===== src/rtl/imm_gen_pipe.sv =====
// imm_gen_pipe: registered immediate/target generator; define IMM_GEN_SKID_EN for a two-entry skid buffer with registered in_ready
module imm_gen_pipe #(
    parameter int XLEN = 32
) (
    input  logic            clk,
    input  logic            reset,
    input  logic            flush,
    input  logic            in_valid,
    output logic            in_ready,
    input  logic [31:0]     in_inst,
    input  logic [2:0]      in_imm_sel,
    input  logic [XLEN-1:0] in_pc,
    output logic            out_valid,
    input  logic            out_ready,
    output logic [XLEN-1:0] out_imm,
    output logic [XLEN-1:0] out_target,
    output logic [2:0]      out_sel,
    output logic            out_illegal
);
    typedef struct packed {
        logic [XLEN-1:0] imm;
        logic [XLEN-1:0] tgt;
        logic [2:0]      sel;
        logic            ill;
    } entry_t;
    logic [31:0] v32;
    logic [XLEN-1:0] imm_x;
    entry_t new_e, m_q, m_d;
    logic m_valid_q, m_valid_d, accept;
    logic unused_inst;
    assign unused_inst = ^in_inst[6:0];
    // zero-extended formats keep bit 31 clear, so one sign extension serves every format
    always_comb begin
        v32 = in_imm_sel == 3'd0 ? {{20{in_inst[31]}}, in_inst[31:25], in_inst[11:7]} :
              in_imm_sel == 3'd1 ? {{19{in_inst[31]}}, in_inst[31], in_inst[7], in_inst[30:25], in_inst[11:8], 1'b0} :
              in_imm_sel == 3'd2 ? {in_inst[31:12], 12'b0} :
              in_imm_sel == 3'd3 ? {{11{in_inst[31]}}, in_inst[31], in_inst[19:12], in_inst[20], in_inst[30:21], 1'b0} :
              in_imm_sel == 3'd4 ? {{20{in_inst[31]}}, in_inst[31:20]} :
              in_imm_sel == 3'd5 ? (XLEN == 64 ? {26'b0, in_inst[25:20]} : {27'b0, in_inst[24:20]}) :
              in_imm_sel == 3'd6 ? {27'b0, in_inst[19:15]} : 32'b0;
        imm_x = XLEN'($signed(v32));
        new_e.imm = imm_x;
        new_e.tgt = in_pc + imm_x;
        new_e.sel = in_imm_sel;
        new_e.ill = in_imm_sel == 3'd7;
    end
    assign accept = in_valid && in_ready;
`ifdef IMM_GEN_SKID_EN
    entry_t s_q, s_d;
    logic s_valid_q, s_valid_d, rdy_q, free;
    assign in_ready = rdy_q && !reset;
    always_comb begin
        free = !m_valid_q || out_ready;
        m_d = free ? (s_valid_q ? s_q : (accept ? new_e : m_q)) : m_q;
        m_valid_d = !flush && (free ? (s_valid_q || accept) : 1'b1);
        s_d = accept ? new_e : s_q;
        s_valid_d = !flush && (free ? (s_valid_q && accept) : (s_valid_q || accept));
    end
    always_ff @(posedge clk) begin
        if (reset) begin
            m_valid_q <= 1'b0;
            m_q <= '0;
            s_valid_q <= 1'b0;
            s_q <= '0;
            rdy_q <= 1'b1;
        end else begin
            m_valid_q <= m_valid_d;
            m_q <= m_d;
            s_valid_q <= s_valid_d;
            s_q <= s_d;
            rdy_q <= !s_valid_d;
        end
    end
`else
    assign in_ready = !reset && (!m_valid_q || out_ready);
    always_comb begin
        m_valid_d = flush ? 1'b0 : accept ? 1'b1 : (m_valid_q && !out_ready);
        m_d = accept ? new_e : m_q;
    end
    always_ff @(posedge clk) begin
        if (reset) begin
            m_valid_q <= 1'b0;
            m_q <= '0;
        end else begin
            m_valid_q <= m_valid_d;
            m_q <= m_d;
        end
    end
`endif
    assign out_valid = m_valid_q;
    assign out_imm = m_q.imm;
    assign out_target = m_q.tgt;
    assign out_sel = m_q.sel;
    assign out_illegal = m_q.ill;
endmodule


===== config.mk =====
export PLATFORM = sky130hd
export DESIGN_NAME = imm_gen_pipe
export DESIGN_NICKNAME = d
export VERILOG_FILES = /design/src/rtl/imm_gen_pipe.sv
export SDC_FILE = /design/constraint.sdc
export NUM_CORES = 1
export LEC_CHECK = 0
export BUFFER_PORTS_ARGS = -buffer_cell sky130_fd_sc_hd__buf_4
export CAP_MARGIN = 20
export CORE_AREA = 2 2 151 94
export CTS_BUF_LIST = sky130_fd_sc_hd__clkbuf_8
export DETAILED_ROUTE_END_ITERATION = 8
export DIE_AREA = 0 0 153 96
export PLACE_DENSITY_LB_ADDON = 0.12
export SLEW_MARGIN = 15
export SYNTH_ARGS = -nofsm -noshare
export SYNTH_HDL_FRONTEND = slang
export SYNTH_SLANG_ARGS = --single-unit

===== constraint.sdc =====
create_clock -name clk -period 3.7 [get_ports clk]
set_clock_uncertainty 0.1 [all_clocks]
set_input_delay 0.185 -clock clk [delete_from_list [all_inputs] [get_ports clk]]
set_output_delay 0.185 -clock clk [all_outputs]
set_load 0.005 [all_outputs]

==> results of run 1 <==
==> registers in the layout (all words and copies together) (netlist names) <==
signal       flops
out_imm         32
out_illegal      1
out_valid        1
out_target      32
out_sel          3
==> area by class of cell <==
type | instances | area, um^2 | share of cell area [%]
Multi-Input combinational cell | 469 | 2963 | 48.19
Clock buffer | 9 | 123.9 | 2.015
Clock inverter | 7 | 73.82 | 1.201
Timing Repair Buffer | 175 | 1331 | 21.65
Inverter | 15 | 56.30 | 0.9158
Tap cell | 175 | 219.0 | 3.561
Sequential cell | 69 | 1381 | 22.47
==> final timing paths <==
check	start	end	slack (ns)
min	out_ready	out_valid	0.02
max	in_imm_sel[0]	out_target[31]	0.18
min reg2reg	out_target[31]	out_target[31]	0.35
max reg2reg	out_valid	out_illegal	1.65
==> what timing repair did <==
action / 4_1_cts / 5_1_grt
endpoints found under the hold margin: 2 / 0
gates resized for setup: 0 / 2
hold buffers: 2 / 0
endpoints found under the setup margin: 0 / 4
==> cells in the mapped netlist (2+ instances only) <==
| cell type | n | share of area [%] |
|---|---|---|
| sky130_fd_sc_hd__a211o_1 | 7 | 1.3 |
| sky130_fd_sc_hd__o21ai_0 | 44 | 4.8 |
| sky130_fd_sc_hd__o22a_1 | 2 | 0.39 |
| sky130_fd_sc_hd__nor4_1 | 2 | 0.27 |
| sky130_fd_sc_hd__clkbuf_1 | 33 | 2.7 |
| sky130_fd_sc_hd__a41oi_1 | 4 | 0.77 |
| sky130_fd_sc_hd__o21a_1 | 10 | 1.7 |
| sky130_fd_sc_hd__a21oi_1 | 58 | 6.4 |
| sky130_fd_sc_hd__dfxtp_1 | 69 | 30 |
| sky130_fd_sc_hd__inv_1 | 14 | 1.2 |
| sky130_fd_sc_hd__ha_1 | 31 | 8.5 |
| sky130_fd_sc_hd__nand3_1 | 47 | 5.2 |
| sky130_fd_sc_hd__xnor2_1 | 15 | 2.9 |
| sky130_fd_sc_hd__nor2_1 | 29 | 2.4 |
| sky130_fd_sc_hd__o211ai_1 | 4 | 0.66 |
| sky130_fd_sc_hd__and3_1 | 9 | 1.2 |
| sky130_fd_sc_hd__nand3b_1 | 9 | 1.5 |
| sky130_fd_sc_hd__xor2_1 | 9 | 1.7 |
| sky130_fd_sc_hd__and2_1 | 9 | 1.2 |
| sky130_fd_sc_hd__nand2_1 | 87 | 7.2 |
| sky130_fd_sc_hd__buf_1 | 4 | 0.33 |
| sky130_fd_sc_hd__nor2b_1 | 2 | 0.27 |
| sky130_fd_sc_hd__buf_2 | 3 | 0.33 |
| sky130_fd_sc_hd__a311oi_1 | 2 | 0.39 |
| sky130_fd_sc_hd__a31o_2 | 11 | 2.1 |
| sky130_fd_sc_hd__a221oi_1 | 6 | 1.2 |
| sky130_fd_sc_hd__nor3_1 | 7 | 0.77 |
| sky130_fd_sc_hd__o21bai_1 | 5 | 0.83 |
| sky130_fd_sc_hd__a22oi_1 | 4 | 0.66 |
| sky130_fd_sc_hd__or4_1 | 2 | 0.33 |
| sky130_fd_sc_hd__nand4_1 | 11 | 1.5 |
| sky130_fd_sc_hd__a21o_1 | 11 | 1.8 |
| sky130_fd_sc_hd__nand2b_1 | 2 | 0.27 |
| sky130_fd_sc_hd__o31ai_1 | 5 | 0.83 |
| sky130_fd_sc_hd__a31oi_1 | 5 | 0.69 |
==> tightest hold or removal path: stages <==
cell and delay (ns):
sky130_fd_sc_hd__buf_4 0.08, sky130_fd_sc_hd__nor2b_1 0.04, sky130_fd_sc_hd__nor2_1 0.08, sky130_fd_sc_hd__nor3_1 0.05
==> power by group through the flow <==
stage	clock, mW	sequential [mW]	combinational, mW
6_report	0.657	0.862	0.829
5_1_grt	0.711	0.872	0.914
4_1_cts	0.679	0.862	0.824
3_5_place_dp	0	0.878	0.819
3_3_place_gp	0	0.875	0.811
2_1_floorplan	0	0.877	0.445
==> routing by layer <==
metal	part of all wire [%]	track usage (%)	vias up
li1	-	-	2460
met2	40	32.85	130
met5	0	0	-
met3	6.3	6.484	12
met1	52	33.54	2327
met4	0.94	4.630	0
==> cell families after synthesis <==
family                     count (synthesis)  synth area share [%]
AOI/OAI and AO/OA                        192                 28.30
xor gates and xnor gates                  24                 4.621
adders and majority gates                 32                 8.966
buffers and inverters                     56                 4.730
DFF                                       69                 30.36
muxes                                      1                0.2200
and+or+nand+nor                          220                 22.80
==> impl_summary.txt, run 1 <==
----------------------------------------------------
[Run status]
  Status ... finished clean

[Routing]
  Post-detailed-routing wire length ... around 17000 um
  Iteration-0 DRC Markers ... 324
  DR WL/cell ... around 18 um
  Number of iterations in the first detailed-routing pass ... 5
  DR vias ... around 4900
  Drc violations ... 0
  Antenna viol nets, final ... 0
  Detailed-route vias per instance ... 5.363

[Power]
  Total power consumption of the routed design ... between 2 and 2.5 mW
  Power density over the cells ... between 300 and 400 mW/mm^2
  Total net switching power ... 0.8244 mW
  Portion of total power attributed to combinational logic ... between 30% and 40%
  Max IR drop VDD ... 0.2083 mV
  Leakage dissipation ... about 2.9 nW
  Portion of total power attributed to sequential cells ... 36.7%
  Cell-internal power ... 1.523 mW
  Share of total power in the clock network ... between 20% and 30%
  Switching fraction of total power ... 35.12%

[Clocking]
  H-Tree Depth ... 3
  CTS root buf ... sky130_fd_sc_hd__clkbuf_8
  Clock tree from TritonCTS ... yes
  Clock slew at reported path FFs ... ~0.070 ns
  Count of buffers added by post-CTS timing repair for setup ... 0
  Clock buffers created by TritonCTS ... 9
  Number of buffers on the longest clock path ... 2
  Later-pin clock latency in the skew report ... about 0.35 ns
  Clk sinks ... 69

[Synthesis]
  Synthesis Warnings ... 0
  Post-synthesis sequential area ratio ... a little under a third
  Flip-flop and latch count after synthesis ... between 60 and 70
  Syn Std Cell Area ... around 0.0045 mm^2
  Number of distinct library cells after synthesis ... 57
  Number of flops mapped to enable cells by yosys ... 0
  Post-Synthesis Cells ... between 500 and 600
  Post-Syn Area per Cell ... 7.659 um^2
  Async S/R FF share, synth ... 0%
  Top flip-flop cell by instance count after synthesis ... sky130_fd_sc_hd__dfxtp_1
  Net Count, Synth ... ~700

[Timing]
  Final Worst Setup Slack ... ~0.18 ns
  Number of endpoints with negative hold slack in the final report ... 0
  Transition at the pin with the smallest max-transition slack ... just over 0.6 ns
  Unrepaired setup endpoints after global routing ... false
  Remaining max-slew budget at the tightest pin ... 57.72%
  Hold Slack ... between 0.015 and 0.02 ns
  Number of pins exceeding their max-slew limit in the final report ... 0
  Final min period ... between 3 and 4 ns
  Crit share post-route ... between 90% and 100%
  Achievable Freq ... approximately 0.28 GHz
  Setup tns final ... 0 ns
  Setup-failing EPs final ... 0

[Setup path]
  CP max stage cell ... sky130_fd_sc_hd__dlygate4sd3_1
  Combined buffer and inverter count along the critical path ... 4
  FF-to-FF path depth ... 6
  Endpoint required time on the critical path ... 3.84 ns
  Largest stage delay on the critical path ... roughly 0.54 ns
  Data arrival time of the worst path ... 3.66 ns
  WP depth ... 15
  CP top delay family ... compound AO/OA/AOI/OAI gates
  Cell mode on critical path ... sky130_fd_sc_hd__buf_4
  Path type of the worst setup path ... in -> reg
  Critical-path cell list ... dlygate4sd3_1 -> buf_4 -> nor2_1 -> buf_4 -> a21oi_1 -> o21ai_0 -> buf_4 -> ha_1 -> a21oi_1 -> o211ai_1 -> o22a_1 -> or3b_1 -> o22a_1 -> xnor2_1 -> o21ai_1
  Worst Setup End Kind ... register
  Kind of launch point of the worst setup path ... primary input
  CP Max Fanout ... 10

[Floorplan]
  Die Y ... roughly 96 um
  Floorplan row count ... 33
  CORE AREA ... 0.01334 mm^2
  Effective utilization at floorplan ... between 30% and 40%
  Die Wd ... 153 um
  # IOs ... between 100 and 150
  Die footprint ... about 0.015 mm^2

[Run]
  Number of violations of the max-capacitance limit ... 0

[Global routing]
  Number of global-route vias before repair ... ~4700
  Maximum number of pins on one net before global-route repair ... 62
  Number of antenna violations at the first check in global routing ... 0
  Overall global routing resource usage ... between 20% and 30%
  Global-route wire length before repair ... 25920 um
  Aggregate global routing overflow ... 0

[Final layout]
  Number of inserted filler cells in the final layout ... 1371
  Commonest cells after routing, fill and taps aside ... sky130_fd_sc_hd__buf_4, sky130_fd_sc_hd__nand2_1, sky130_fd_sc_hd__dfxtp_1
  Fin util ... about 46%
  Post-route cell area ... a little over 0.006 mm^2
  Signed area change from the synthesized netlist to the final layout ... 35.15%
  Final layout net count ... approximately 840
  Final standard cell count with taps included and fillers excluded ... between 900 and 1000
  Antenna diode count ... 0
  Commonest non-fill, non-tap cell in the layout ... sky130_fd_sc_hd__buf_4
  Fraction of layout instances using a drive strength above 1 ... around 28%

[Place]
  Gp weighted congestion ... between 0.8 and 0.9
  Placed Area ... 0.005923 mm^2
  Pre-CTS worst setup slack ... about 0.3 ns
  Buffers added on ports ... between 100 and 150
  Cell Count Post-Placement ... around 900
  DP HPWL ... roughly 13000 um

[Worst hold path]
  Hold crit path type ... in -> reg
  Cell depth of the worst min-delay path ... 4

----------------------------------------------------
Power figures use the tool's default switching activity.
==> run 2, diff against run 1 <==
- SETUP_SLACK_MARGIN: unset -> 0.2
==> impl_summary.txt, run 2 (synthesis results as in run 1) <==
----------------------------------------------------
[Run status]
  Status ... finished clean (unchanged)

[Routing]
  DR WL/cell ... 18.13 um (about the same)
  Number of iterations in the first detailed-routing pass ... 4 (was 5)
  Post-detailed-routing wire length ... 16660 um (was 16670 um)
  Antenna viol nets, final ... 0 (unchanged)
  Iteration-0 DRC Markers ... 358 (was 324)
  DR vias ... 4929 (unchanged)
  Detailed-route vias per instance ... 5.363 (unchanged)
  Drc violations ... 0 (unchanged)

[Final layout]
  Post-route cell area ... 0.006141 mm^2 (was 0.006148 mm^2)
  Commonest cells after routing, fill and taps aside ... sky130_fd_sc_hd__buf_4, sky130_fd_sc_hd__nand2_1, sky130_fd_sc_hd__dfxtp_1 (unchanged)
  Antenna diode count ... 0 (unchanged)
  Final standard cell count with taps included and fillers excluded ... 919 (unchanged)
  Final layout net count ... 843 (unchanged)
  Signed area change from the synthesized netlist to the final layout ... 34.98% (was 35.15%)
  Fraction of layout instances using a drive strength above 1 ... 27.82% (was 27.96%)
  Commonest non-fill, non-tap cell in the layout ... sky130_fd_sc_hd__buf_4 (unchanged)

[Timing]
  Final Worst Setup Slack ... 0.6243 ns (was 0.1779 ns)
  Number of pins exceeding their max-slew limit in the final report ... 0 (unchanged)
  Setup tns final ... 0 ns (unchanged)
  Setup-failing EPs final ... 0 (unchanged)
  Final min period ... 3.076 ns (was 3.522 ns)
  Achievable Freq ... 0.3251 GHz (was 0.2839 GHz)
  Crit share post-route ... 83.13% (was 95.19%)
  Remaining max-slew budget at the tightest pin ... 57.73% (was 57.72%)
  Transition at the pin with the smallest max-transition slack ... 0.6181 ns (was 0.6183 ns)
  Unrepaired setup endpoints after global routing ... false (unchanged)
  Number of endpoints with negative hold slack in the final report ... 0 (unchanged)

[Clocking]
  Clock slew at reported path FFs ... 0.08 ns (was 0.07 ns)
  Resized cells post-CTS ... 0 (unchanged)
  Clock tree from TritonCTS ... yes (unchanged)
  Clock buffers created by TritonCTS ... 9 (unchanged)
  Count of buffers added by post-CTS timing repair for setup ... 0 (unchanged)
  Clk sinks ... 69 (unchanged)
  Hold bufs inserted after CTS ... 2 (unchanged)
  CTS root buf ... sky130_fd_sc_hd__clkbuf_8 (unchanged)
  Later-pin clock latency in the skew report ... 0.35 ns (about the same)
  Number of buffers on the longest clock path ... 2 (unchanged)
  H-Tree Depth ... 3 (unchanged)

[Worst hold path]
  Hold crit path type ... in -> reg (unchanged)

[Setup path]
  Worst Setup End Kind ... register (unchanged)
  Data arrival time of the worst path ... 3.28 ns (was 3.66 ns)
  CP Max Fanout ... 12 (was 10)
  Endpoint required time on the critical path ... 3.90 ns (was 3.84 ns)
  Path type of the worst setup path ... in -> reg (unchanged)
  Kind of launch point of the worst setup path ... primary input (unchanged)

[Place]
  Cell Count Post-Placement ... 901 (unchanged)
  Placed Area ... 0.005923 mm^2 (unchanged)
  Pre-CTS worst setup slack ... 0.2921 ns (unchanged)
  Buffers added on ports ... 134 (unchanged)
  DP HPWL ... 13220 um (unchanged)
  Gp weighted congestion ... 0.8921 (unchanged)

[Floorplan]
  Die Wd ... 153 um (unchanged)
  Die footprint ... 0.01469 mm^2 (unchanged)
  Die Y ... 96 um (unchanged)
  Effective utilization at floorplan ... 34.11% (unchanged)
  CORE AREA ... 0.01334 mm^2 (unchanged)
  # IOs ... 142 (unchanged)
  Floorplan row count ... 33 (unchanged)

[Global routing]
  Number of antenna violations at the first check in global routing ... 0 (unchanged)
  Aggregate global routing overflow ... 0 (unchanged)
  Maximum number of pins on one net before global-route repair ... 62 (unchanged)
  Number of global-route vias before repair ... 4738 (was 4724)
  Global-route wire length before repair ... 25940 um (was 25920 um)
  Overall global routing resource usage ... 22.80% (was 22.79%)

[Power]
  Power density over the cells ... 382.2 mW/mm^2 (was 381.8 mW/mm^2)
  Max IR drop VDD ... 0.2095 mV (was 0.2083 mV)
  Total power consumption of the routed design ... 2.347 mW (was 2.348 mW)
  Leakage dissipation ... 2.864 nW (about the same)

[Run]
  Number of violations of the max-capacitance limit ... 0 (unchanged)

----------------------------------------------------
## run 2: cell type report
cell class                 instances  area [um^2]
clock buffer                       9        123.9
sequential                        69         1381
multi-input combinational        469         2955
inverter                          15        56.30
timing repair buffer             175         1331
tap                              175        219.0
clock inverter                     7        73.82
fill                            1369         7196
## run 2: final timing paths
check	slack, ns	endpoint	start	cells past startpoint
worst max-delay path	0.62	out_target[27]	in_imm_sel[1]	13
worst min-delay path	0.02	out_valid	out_ready	4
worst max register to register	1.66	out_illegal	out_valid	6
worst min register to register	0.35	out_target[31]	out_target[31]	2
## run 2: per-stage QoR
step / utilization [%] / hold WS (ns)
after floorplan: - / 0.1618
after global placement: 44.41 / 0.2509
after detailed placement: 44.41 / 0.2600
after CTS: 46.05 / 0.006597
after global routing: 46.05 / 0.004980
final: 46.05 / 0.01865
## run 2: worst max-delay path: stages
cell and delay, ns:
sky130_fd_sc_hd__buf_4 0.12, sky130_fd_sc_hd__buf_4 0.16, sky130_fd_sc_hd__and2_1 0.21, sky130_fd_sc_hd__a221oi_1 0.29
sky130_fd_sc_hd__a21oi_1 0.12, sky130_fd_sc_hd__ha_1 0.40, sky130_fd_sc_hd__nand2_2 0.08, sky130_fd_sc_hd__o32a_4 0.40
sky130_fd_sc_hd__a211o_1 0.36, sky130_fd_sc_hd__a31oi_1 0.31, sky130_fd_sc_hd__nor2_1 0.12, sky130_fd_sc_hd__or4_1 0.42
sky130_fd_sc_hd__nand3_1 0.10
## run 2: layer usage
metal	vias to the layer above	wire length (um)	track usage (%)
li1	2460	-	-
met1	2312	8668	33.51
met2	145	6692	32.92
met3	12	1143	6.484
met4	0	153	4.630
met5	-	0	0
## run 2: report_power, final
| group | internal (mW) | switching (mW) |
|---|---|---|
| sequential | 0.818 | 0.0434 |
| combinational | 0.389 | 0.437 |
| clock | 0.315 | 0.344 |
| total | 1.52 | 0.824 |
==> run 3, diff against run 2 <==
- clock period: 3.7 -> 2.66 ns (I/O delays scaled with it)
==> impl_summary.txt, run 3 (synthesis results as in run 1) <==
----------------------------------------------------
[Timing]
  Achievable Freq ... approximately 0.37 GHz
  Final Worst Setup Slack ... -0.02829 ns (was 0.6243 ns)
  Remaining max-slew budget at the tightest pin ... 60.42% (was 57.73%)
  Unrepaired setup endpoints after global routing ... true (was false)
  Setup-failing EPs final ... 3 (was 0)
  Number of endpoints with negative hold slack in the final report ... 0 (unchanged)
  Setup tns final ... -0.05886 ns (was 0 ns)
  Hold Slack ... 0.03499 ns (was 0.01865 ns)
  Crit share post-route ... 101.1%
  Final min period ... approximately 2.7 ns
  Transition at the pin with the smallest max-transition slack ... 0.5916 ns (was 0.6181 ns)
  Number of pins exceeding their max-slew limit in the final report ... 0 (unchanged)

[Global routing]
  Maximum number of pins on one net before global-route repair ... 42 (was 62)
  Overall global routing resource usage ... 25.50% (was 22.80%)
  Global-route wire length before repair ... 29070 um (was 25940 um)
  Number of global-route vias before repair ... 5411 (was 4738)
  Number of antenna violations at the first check in global routing ... 0 (unchanged)
  Aggregate global routing overflow ... 0 (unchanged)

[Setup path]
  Reg-to-reg critical path startpoint ... out_valid (unchanged)
  Path type of the worst setup path ... in -> reg (unchanged)
  FF-to-FF path depth ... 6 (unchanged)
  Endpoint required time on the critical path ... 2.86 ns (was 3.90 ns)
  Kind of launch point of the worst setup path ... primary input (unchanged)
  Worst R2R Setup Slack ... 0.60 ns (was 1.66 ns)
  CP Max Fanout ... 6 (was 12)
  Reg-to-reg endpoint ... out_target[4] (was out_illegal)
  Data arrival time of the worst path ... 2.89 ns (was 3.28 ns)
  Worst Setup End Kind ... register (unchanged)

[Routing]
  DR vias ... 5712 (was 4929)
  Antenna viol nets, final ... 0 (unchanged)
  Iteration-0 DRC Markers ... 396 (was 358)
  Post-detailed-routing wire length ... 19610 um (was 16660 um)
  Number of iterations in the first detailed-routing pass ... 5 (was 4)
  Detailed-route vias per instance ... 5.389 (was 5.363)
  Drc violations ... 0 (unchanged)
  DR WL/cell ... 18.50 um (was 18.13 um)

[Final layout]
  Antenna diode count ... 0 (unchanged)
  Commonest cells after routing, fill and taps aside ... sky130_fd_sc_hd__buf_4, sky130_fd_sc_hd__nand2_1, sky130_fd_sc_hd__dfxtp_1 (unchanged)
  Signed area change from the synthesized netlist to the final layout ... 72.44% (was 34.98%)
  Final layout net count ... 984 (was 843)
  Fraction of layout instances using a drive strength above 1 ... 47.34% (was 27.82%)
  Final standard cell count with taps included and fillers excluded ... 1060 (was 919)
  Commonest non-fill, non-tap cell in the layout ... sky130_fd_sc_hd__buf_4 (unchanged)
  Number of inserted filler cells in the final layout ... 1234 (was 1369)

[Floorplan]
  Die Y ... 96 um (unchanged)
  Die Wd ... 153 um (unchanged)
  Die footprint ... 0.01469 mm^2 (unchanged)
  Effective utilization at floorplan ... 34.11% (unchanged)
  Floorplan row count ... 33 (unchanged)
  # IOs ... 142 (unchanged)
  CORE AREA ... 0.01334 mm^2 (unchanged)

[Run status]
  Status ... finished, violations left (was finished clean)
  Violated checks ... negative setup slack

[Worst hold path]
  End point of the worst hold path ... out_target[0] (was out_valid)
  Cell depth of the worst min-delay path ... 4 (unchanged)
  Hold crit path type ... in -> reg (unchanged)
  Origin of the worst min-delay path ... in_pc[0] (was out_ready)

[Clocking]
  Clock slew at reported path FFs ... 0.09 ns (was 0.08 ns)
  Clock buffers created by TritonCTS ... 9 (unchanged)
  Later-pin clock latency in the skew report ... 0.36 ns (was 0.35 ns)
  Clock tree from TritonCTS ... yes (unchanged)
  H-Tree Depth ... 3 (unchanged)
  CTS root buf ... sky130_fd_sc_hd__clkbuf_8 (unchanged)
  Clk sinks ... 69 (unchanged)
  Number of buffers on the longest clock path ... 2 (unchanged)

[Place]
  Gp weighted congestion ... 0.8958 (was 0.8921)
  Pre-CTS worst setup slack ... -0.4141 ns (was 0.2921 ns)
  DP HPWL ... 14750 um (was 13220 um)
  Buffers added on ports ... 134 (unchanged)
  Cell Count Post-Placement ... 1023 (was 901)

[Power]
  Cell-internal power ... 2.651 mW (was 1.523 mW)
  Total power consumption of the routed design ... 3.968 mW (was 2.347 mW)
  Max IR drop VDD ... 0.3309 mV (was 0.2095 mV)
  Leakage dissipation ... 3.647 nW (was 2.864 nW)
  Power density over the cells ... 505.8 mW/mm^2 (was 382.2 mW/mm^2)
  Switching fraction of total power ... 33.20% (was 35.12%)
  Portion of total power attributed to sequential cells ... 30.3% (was 36.7%)
  Share of total power in the clock network ... 28.4% (was 28.1%)
  Total net switching power ... 1.317 mW (was 0.8243 mW)
  Portion of total power attributed to combinational logic ... 41.3% (was 35.2%)

[Run]
  Number of violations of the max-capacitance limit ... 0 (unchanged)

----------------------------------------------------
run 3: changes by cell type in the layout (fill, tap and decap cells not counted), sizes merged:
| cell | delta |
|---|---|
| buf | +139 |
| bufinv | +2 |
| clkbuf | +2 |
| clkinv | -3 |
| clkinvlp | +1 |
| dlygate4sd3 | +1 |
| inv | -1 |
run 3: power groups by stage:
| stage | Sequential, mW | Combinational (mW) | Clock, mW |
|---|---|---|---|
| 3_3_place_gp | 1.22 | 1.41 | 0 |
| 2_1_floorplan | 1.22 | 0.667 | 0 |
| 5_1_grt | 1.21 | 1.76 | 1.19 |
| 3_5_place_dp | 1.22 | 1.42 | 0 |
| 4_1_cts | 1.20 | 1.51 | 1.15 |
| 6_report | 1.20 | 1.64 | 1.13 |
run 3: routing by layer:
layer / vias up / global-route usage [%] / part of all wire [%]
met5: - / 0 / 0
met4: 0 / 4.630 / 0.77
met3: 14 / 4.773 / 7.7
met2: 242 / 37.37 / 42
met1: 2710 / 38.84 / 50
li1: 2746 / - / -
run 3: what timing repair did:
action,CTS,global route
gates cloned,1,0
endpoints found under the setup margin,19,26
setup buffers,9,8
endpoints found under the hold margin,8,0
hold buffers,3,0
pin swaps,21,10
resized for setup,35,58
run 3: how the worst max path moves through the flow:
stage	depth (start not counted)	endpoint	startpoint	slack [ns]
2_1_floorplan	13	out_target[31]	in_imm_sel[1]	-0.11
3_3_place_gp	14	out_target[31]	in_imm_sel[1]	-0.43
3_5_place_dp	14	out_target[31]	in_imm_sel[1]	-0.41
4_1_cts	13	out_target[27]	in_imm_sel[1]	0.05
5_1_grt	13	out_target[30]	in_imm_sel[1]	-0.12
6_report	14	out_target[27]	in_imm_sel[1]	-0.03
run 3: area by class of cell:
cell class	count	area (um^2)	share of cell area (%)
Tap cell	175	219.0	2.791
Sequential cell	69	1381	17.61
Inverter	15	60.06	0.7656
Clock buffer	10	137.6	1.754
Timing Repair Buffer	316	2442	31.13
Multi-Input combinational cell	469	3495	44.55
Clock inverter	6	110.1	1.404
run 3: worst max-delay path, stage by stage:
cell and delay [ns]:
sky130_fd_sc_hd__buf_8 0.08, sky130_fd_sc_hd__clkinvlp_4 0.16, sky130_fd_sc_hd__o211ai_1 0.29, sky130_fd_sc_hd__clkbuf_16 0.22
sky130_fd_sc_hd__buf_8 0.14, sky130_fd_sc_hd__nand2_4 0.05, sky130_fd_sc_hd__ha_4 0.30, sky130_fd_sc_hd__nand2_2 0.06
sky130_fd_sc_hd__a211o_1 0.27, sky130_fd_sc_hd__a211o_1 0.31, sky130_fd_sc_hd__a32oi_2 0.26, sky130_fd_sc_hd__nor2_2 0.06
sky130_fd_sc_hd__or4_1 0.43, sky130_fd_sc_hd__nand3_1 0.10
run 3: through the flow:
step	utilization, %	cell area, um^2
floorplan	-	4737
global placement	52.28	6972
detailed placement	52.28	6972
CTS	56.41	7523
global route	58.82	7845
finish	58.82	7845
